**config.mk**
```make
export PLATFORM = sky130hd
export DESIGN_NAME = ram_hex_uart_dump
export DESIGN_NICKNAME = d
export VERILOG_FILES = /design/src/rtl/ram_hex_uart_dump.sv
export SDC_FILE = /design/constraint.sdc
export NUM_CORES = 1
export LEC_CHECK = 0
export BUFFER_PORTS_ARGS = -buffer_cell sky130_fd_sc_hd__buf_2
export CORE_MARGIN = 1
export CORE_UTILIZATION = 54
export DETAILED_ROUTE_END_ITERATION = 10
export PLACE_DENSITY = 0.88
export RECOVER_POWER = 100
export SETUP_SLACK_MARGIN = 0.15
export SLEW_MARGIN = 20
export SYNTH_ARGS = -nofsm -noshare
export SYNTH_HDL_FRONTEND = slang
export SYNTH_SLANG_ARGS = --single-unit
```
**constraint.sdc**
```tcl
create_clock -name clk -period 2 [get_ports clk]
set_clock_uncertainty 0.1 [all_clocks]
set_input_delay 0.6 -clock clk [delete_from_list [all_inputs] [get_ports clk]]
set_output_delay 0.6 -clock clk [all_outputs]
set_load 0.005 [all_outputs]
```
**src/rtl/ram_hex_uart_dump.sv**
```systemverilog
// Drains RAM words 0..LAST_ADDR to an 8N1 UART as four uppercase hex digits plus CR LF per word.
// The RAM read port is driven only while busy; the external address mux gives the CPU priority.
module ram_hex_uart_dump #(
  parameter int CLKS_PER_BIT = 434,
  parameter int ADDR_W       = 6,
  parameter int LAST_ADDR    = 63
) (
  input  logic              clk,
  input  logic              reset,
  input  logic              start,
  input  logic [15:0]       data_from_ram,
  output logic              read_enable_to_ram,
  output logic [ADDR_W-1:0] address_to_ram,
  output logic              uart_tx,
  output logic              busy,
  output logic              done
);

  localparam int                CNT_W     = (CLKS_PER_BIT > 1) ? $clog2(CLKS_PER_BIT) : 1;
  localparam logic [CNT_W-1:0]  CNT_MAX   = CNT_W'(CLKS_PER_BIT - 1);
  localparam logic [ADDR_W-1:0] ADDR_LAST = ADDR_W'(LAST_ADDR);

  typedef enum logic [2:0] {
    IDLE, RD_REQ, LATCH, LOAD, TX_START, TX_DATA, TX_STOP, DONE_ST
  } state_t;

  state_t           state;
  logic [15:0]      word;
  logic [2:0]       char_idx;
  logic [2:0]       bit_idx;
  logic [7:0]       shift;
  logic [CNT_W-1:0] clk_cnt;
  logic [7:0]       next_char;
  logic             bit_end;

  function automatic logic [7:0] hex_ascii(input logic [3:0] n);
    return (n < 4'd10) ? (8'h30 + {4'h0, n}) : (8'h37 + {4'h0, n});
  endfunction

  always_comb begin
    next_char = 8'h0A;
    case (char_idx)
      3'd0:    next_char = hex_ascii(word[15:12]);
      3'd1:    next_char = hex_ascii(word[11:8]);
      3'd2:    next_char = hex_ascii(word[7:4]);
      3'd3:    next_char = hex_ascii(word[3:0]);
      3'd4:    next_char = 8'h0D;
      default: next_char = 8'h0A;
    endcase
  end

  // Bit timer wraps on every bit boundary so timing never accumulates drift.
  assign bit_end = (clk_cnt == CNT_MAX);

  always_ff @(posedge clk or posedge reset) begin
    if (reset) begin
      state              <= IDLE;
      word               <= 16'h0000;
      char_idx           <= 3'd0;
      bit_idx            <= 3'd0;
      shift              <= 8'h00;
      clk_cnt            <= '0;
      read_enable_to_ram <= 1'b0;
      address_to_ram     <= '0;
      uart_tx            <= 1'b1;
      busy               <= 1'b0;
      done               <= 1'b0;
    end else begin
      done <= 1'b0;
      case (state)
        IDLE: begin
          if (start) begin
            busy               <= 1'b1;
            address_to_ram     <= '0;
            read_enable_to_ram <= 1'b1;
            state              <= RD_REQ;
          end
        end
        RD_REQ: begin
          read_enable_to_ram <= 1'b0;
          state              <= LATCH;
        end
        LATCH: begin
          word     <= data_from_ram;
          char_idx <= 3'd0;
          state    <= LOAD;
        end
        LOAD: begin
          shift   <= next_char;
          bit_idx <= 3'd0;
          clk_cnt <= '0;
          uart_tx <= 1'b0;
          state   <= TX_START;
        end
        TX_START: begin
          if (bit_end) begin
            clk_cnt <= '0;
            uart_tx <= shift[0];
            state   <= TX_DATA;
          end else begin
            clk_cnt <= clk_cnt + CNT_W'(1);
          end
        end
        TX_DATA: begin
          if (bit_end) begin
            clk_cnt <= '0;
            if (bit_idx == 3'd7) begin
              uart_tx <= 1'b1;
              state   <= TX_STOP;
            end else begin
              bit_idx <= bit_idx + 3'd1;
              uart_tx <= shift[bit_idx + 3'd1];
            end
          end else begin
            clk_cnt <= clk_cnt + CNT_W'(1);
          end
        end
        TX_STOP: begin
          if (bit_end) begin
            clk_cnt <= '0;
            if (char_idx < 3'd5) begin
              char_idx <= char_idx + 3'd1;
              state    <= LOAD;
            end else if (address_to_ram != ADDR_LAST) begin
              // Advance only once the CR LF of the current word has left the line.
              address_to_ram     <= address_to_ram + ADDR_W'(1);
              read_enable_to_ram <= 1'b1;
              state              <= RD_REQ;
            end else begin
              done  <= 1'b1;
              state <= DONE_ST;
            end
          end else begin
            clk_cnt <= clk_cnt + CNT_W'(1);
          end
        end
        DONE_ST: begin
          busy           <= 1'b0;
          address_to_ram <= '0;
          state          <= IDLE;
        end
        default: state <= IDLE;
      endcase
    end
  end

endmodule

```
==> results.sh <==
export IMPL_syn_instance_count=342
export IMPL_ys_ff_latch=51
export IMPL_viasPerCell=5.93
export IMPL_vias=2768
export IMPL_synth_simple_area_share_pct=19.0
export IMPL_wire_per_inst_um=15.2
export IMPL_clk_path_buf_depth=2
export IMPL_num_antenna_cells=0
export IMPL_ys_seq_area_share_pct=41.8
export IMPL_p_sw_w=0.000447
export IMPL_ys_flop_type="dfrtp_1"
export IMPL_fp_row_count=27
export IMPL_timing_hold_ws_ns=0.346
export IMPL_max_freq_mhz=515
export IMPL_p_seq_share_pct=59.7
export IMPL_cts_made_buffers=5
export IMPL_clk_pin_slew_ns=0.09
export IMPL_drv_cap=0
export IMPL_die_area_mm2=0.00597
export IMPL_peakVddDrop_mv=0.390
export IMPL_synth_xor_area_share_pct=2.29
export IMPL_sw_frac_of_total_pct=24.6
export IMPL_grt_pass1_vias=2599
export IMPL_overflow=0
export IMPL_core_mm2=0.00547
export IMPL_synth_top_family_by_area="compound AO/OA/AOI/OAI gates"
export IMPL_period_share_pct=97.1
export IMPL_netlist_area_mm2=0.00306
export IMPL_yosys_area_top_type_share_pct=40.9
export IMPL_combPwrFrac_pct=7.9
export IMPL_dp_slack_ns=-0.0124
export IMPL_clock_root_buffer="clkbuf_8"
export IMPL_status="complete, no violations"
export IMPL_required_ns=2.10
export IMPL_cts_tree="yes"
export IMPL_port_buffers=28
export IMPL_power_density_mw_per_mm2=506
export IMPL_htreeDepth=2
export IMPL_crit_type="reg2reg"
export IMPL_synth_edf_count=0
export IMPL_grt_setup_unrepaired="yes"
export IMPL_wl_mm=7.12
export IMPL_io_pins=29
export IMPL_synth_top_cell_by_area="dfrtp_1"
export IMPL_critPathMaxFanout=8
export IMPL_tightest_slew_ns=1.04
export IMPL_critical_path_cell_chain="or4b_4 -> or2_4 -> and2_4 -> o21ai_4 -> o31ai_4"
export IMPL_area_growth_pct=17.4
export IMPL_grt_pass1_wl_mm=12.3
export IMPL_setup_worst_path_end_class="flop"
export IMPL_maxSlewHeadroom_pct=30.5
export IMPL_grt_use_total_pct=25.9
export IMPL_avgSynthCellArea_um2=8.94
export IMPL_ant_nets=0
export IMPL_slew_violations=0
export IMPL_start_kind="flop"
export IMPL_drive_above_1_share_pct=21.8
export IMPL_drcViolationCount=0
export IMPL_dp_hpwl_mm=5.17
export IMPL_ctsHoldBuffers=0
export IMPL_cts_sinks=51
export IMPL_synth_net_count=375
export IMPL_start_util_pct=55.9
export IMPL_internal_power_w=0.00137
export IMPL_nets=427
export IMPL_antenna_found_initial=0
export IMPL_yosys_warnings=0
export IMPL_layout_setup_ws_ns=0.0570
export IMPL_synth_area_mux_share_pct=4.99
export IMPL_finalHoldViolCount=0
export IMPL_crit_slowest_cell="or4b_4"
export IMPL_clock_insertion_delay_worst_skew_ns=0.31
export IMPL_synth_fa_ha_area_share_pct=5.73
export IMPL_grt_max_degree=25
export IMPL_max_stage_delay_ns=0.58
export IMPL_synth_compound_area_share_pct=22.1
export IMPL_clkPwrFrac_pct=32.4
export IMPL_setup_violations=0
export IMPL_drt_iter0_drc=286
export IMPL_fin_tns_setup_ns=0
export IMPL_synthTopCellsByArea="dfrtp_1 41%, o21ai_0 8.0%, ha_1 5.7%"
export IMPL_dieHeight_um=77.3
export IMPL_hold_class="in2async"
export IMPL_fin_crit_ns=1.94
export IMPL_leakagePower_nw=1.55
export IMPL_die_w_um=77.3
export IMPL_gp_congestion=0.931
export IMPL_yosysUniqueCellTypes=56
export IMPL_synthArstFlopShare_pct=100
export IMPL_utilization_pct=65.6
export IMPL_cp_arrival_ns=2.04
export IMPL_dr_pass1_iters=5
Yosys cell counts (4+ instances only):
library cell / n
a21oi_1: 16
dfrtp_1: 50
mux2i_1: 4
o21ai_0: 49
nand3_1: 12
mux2_2: 8
xor2_1: 4
a22oi_1: 5
a31oi_1: 7
nor2_1: 24
inv_1: 15
xnor2_1: 4
nor2b_1: 8
clkbuf_1: 10
o21ai_1: 5
nand2_1: 43
nand4_1: 8
ha_1: 14
state kept, by name, indices dropped and copies added, names as in the netlist:
name and cells:
address_to_ram 6, bit_idx 3, busy 1, char_idx 3, clk_cnt 9, done 1, read_enable_to_ram 1, shift 7
state 3, uart_tx 1, word 16
cell families after synthesis:
kind of cell / after synthesis
buffers and inverters: 29
and+or+nand+nor: 116
xor gates and xnor gates: 8
DFF: 51
adders and majority gates: 14
muxes: 13
AOI/OAI and AO/OA: 111
stage by stage:
stage	power [W]	std cells	instance area, um^2
finish	0.00182	467	3590
detailed placement	0.00125	455	3440
CTS	0.00183	465	3580
global route	0.00190	467	3590
floorplan	0.00119	342	3070
global placement	0.00124	455	3440
cells in the final DEF, fill, tap and decap left out, drive strengths merged, types with 3 or more instances in the layout:
cell	n
a31oi	7
clkbuf	12
dfrtp	50
nor2b	8
a22oi	5
mux2	8
and4b	3
buf	53
nand3	12
a21oi	17
nand2	43
nand4	8
xor2	4
o211ai	3
inv	14
o21ai	55
mux2i	4
a211oi	3
nor2	24
o31ai	5
ha	14
xnor2	4
worst max-delay path, delay by kind of cell (launching register included):
family	cells	cell delay [ns]
AO/OA/AOI/OAI	2	0.25
flip-flops	1	0.38
AND/OR/NAND/NOR	3	1.10
power groups by stage:
stage               registers (W)  logic (W)  clock network, W
floorplan                 0.00110  0.0000959                 0
global placement          0.00110   0.000141                 0
detailed placement        0.00110   0.000148                 0
CTS                       0.00108   0.000150          0.000592
global route              0.00109   0.000162          0.000645
finish                    0.00108   0.000144          0.000589
final cells by class:
type,instances,area [um^2]
clock inverters,1,5.00
clock buffers,7,76.3
well taps,72,90.1
flip-flops and latches,51,1280
fillers,441,1880
multi-input cells,262,1720
repair buffers,58,357
inverters,16,61.3
final timing paths:
check / start / end / slack (ns) / cells past startpoint
worst max-delay path: clk_cnt[3] / state[1] / 0.06 / 5
worst min-delay path: reset / word[1] / 0.35 / 2
worst max register to register: clk_cnt[3] / state[1] / 0.06 / 5
worst min register to register: shift[1] / shift[1] / 0.39 / 2
max in group asynchronous: reset / clk_cnt[2] / 0.45 / 3
min in group clk: data_from_ram[1] / word[1] / 0.39 / 3
layer usage:
metal | routed length (um) | GRT usage (%) | up-vias
met3 | 425 | 4.40 | 24
met1 | 3100 | 35.2 | 1277
li1 | - | - | 1340
met2 | 3440 | 42.2 | 127
met5 | 0 | 0 | -
met4 | 154 | 7.55 | 0
timing repair:
item | CTS | global route
pin swaps | 2 | 5
endpoints found under the hold margin | 0 | 0
gates resized for setup | 7 | 12
setup endpoints to repair | 21 | 38
buffers inserted | 2 | 2
Note: power is estimated with default switching activity, not from simulation.
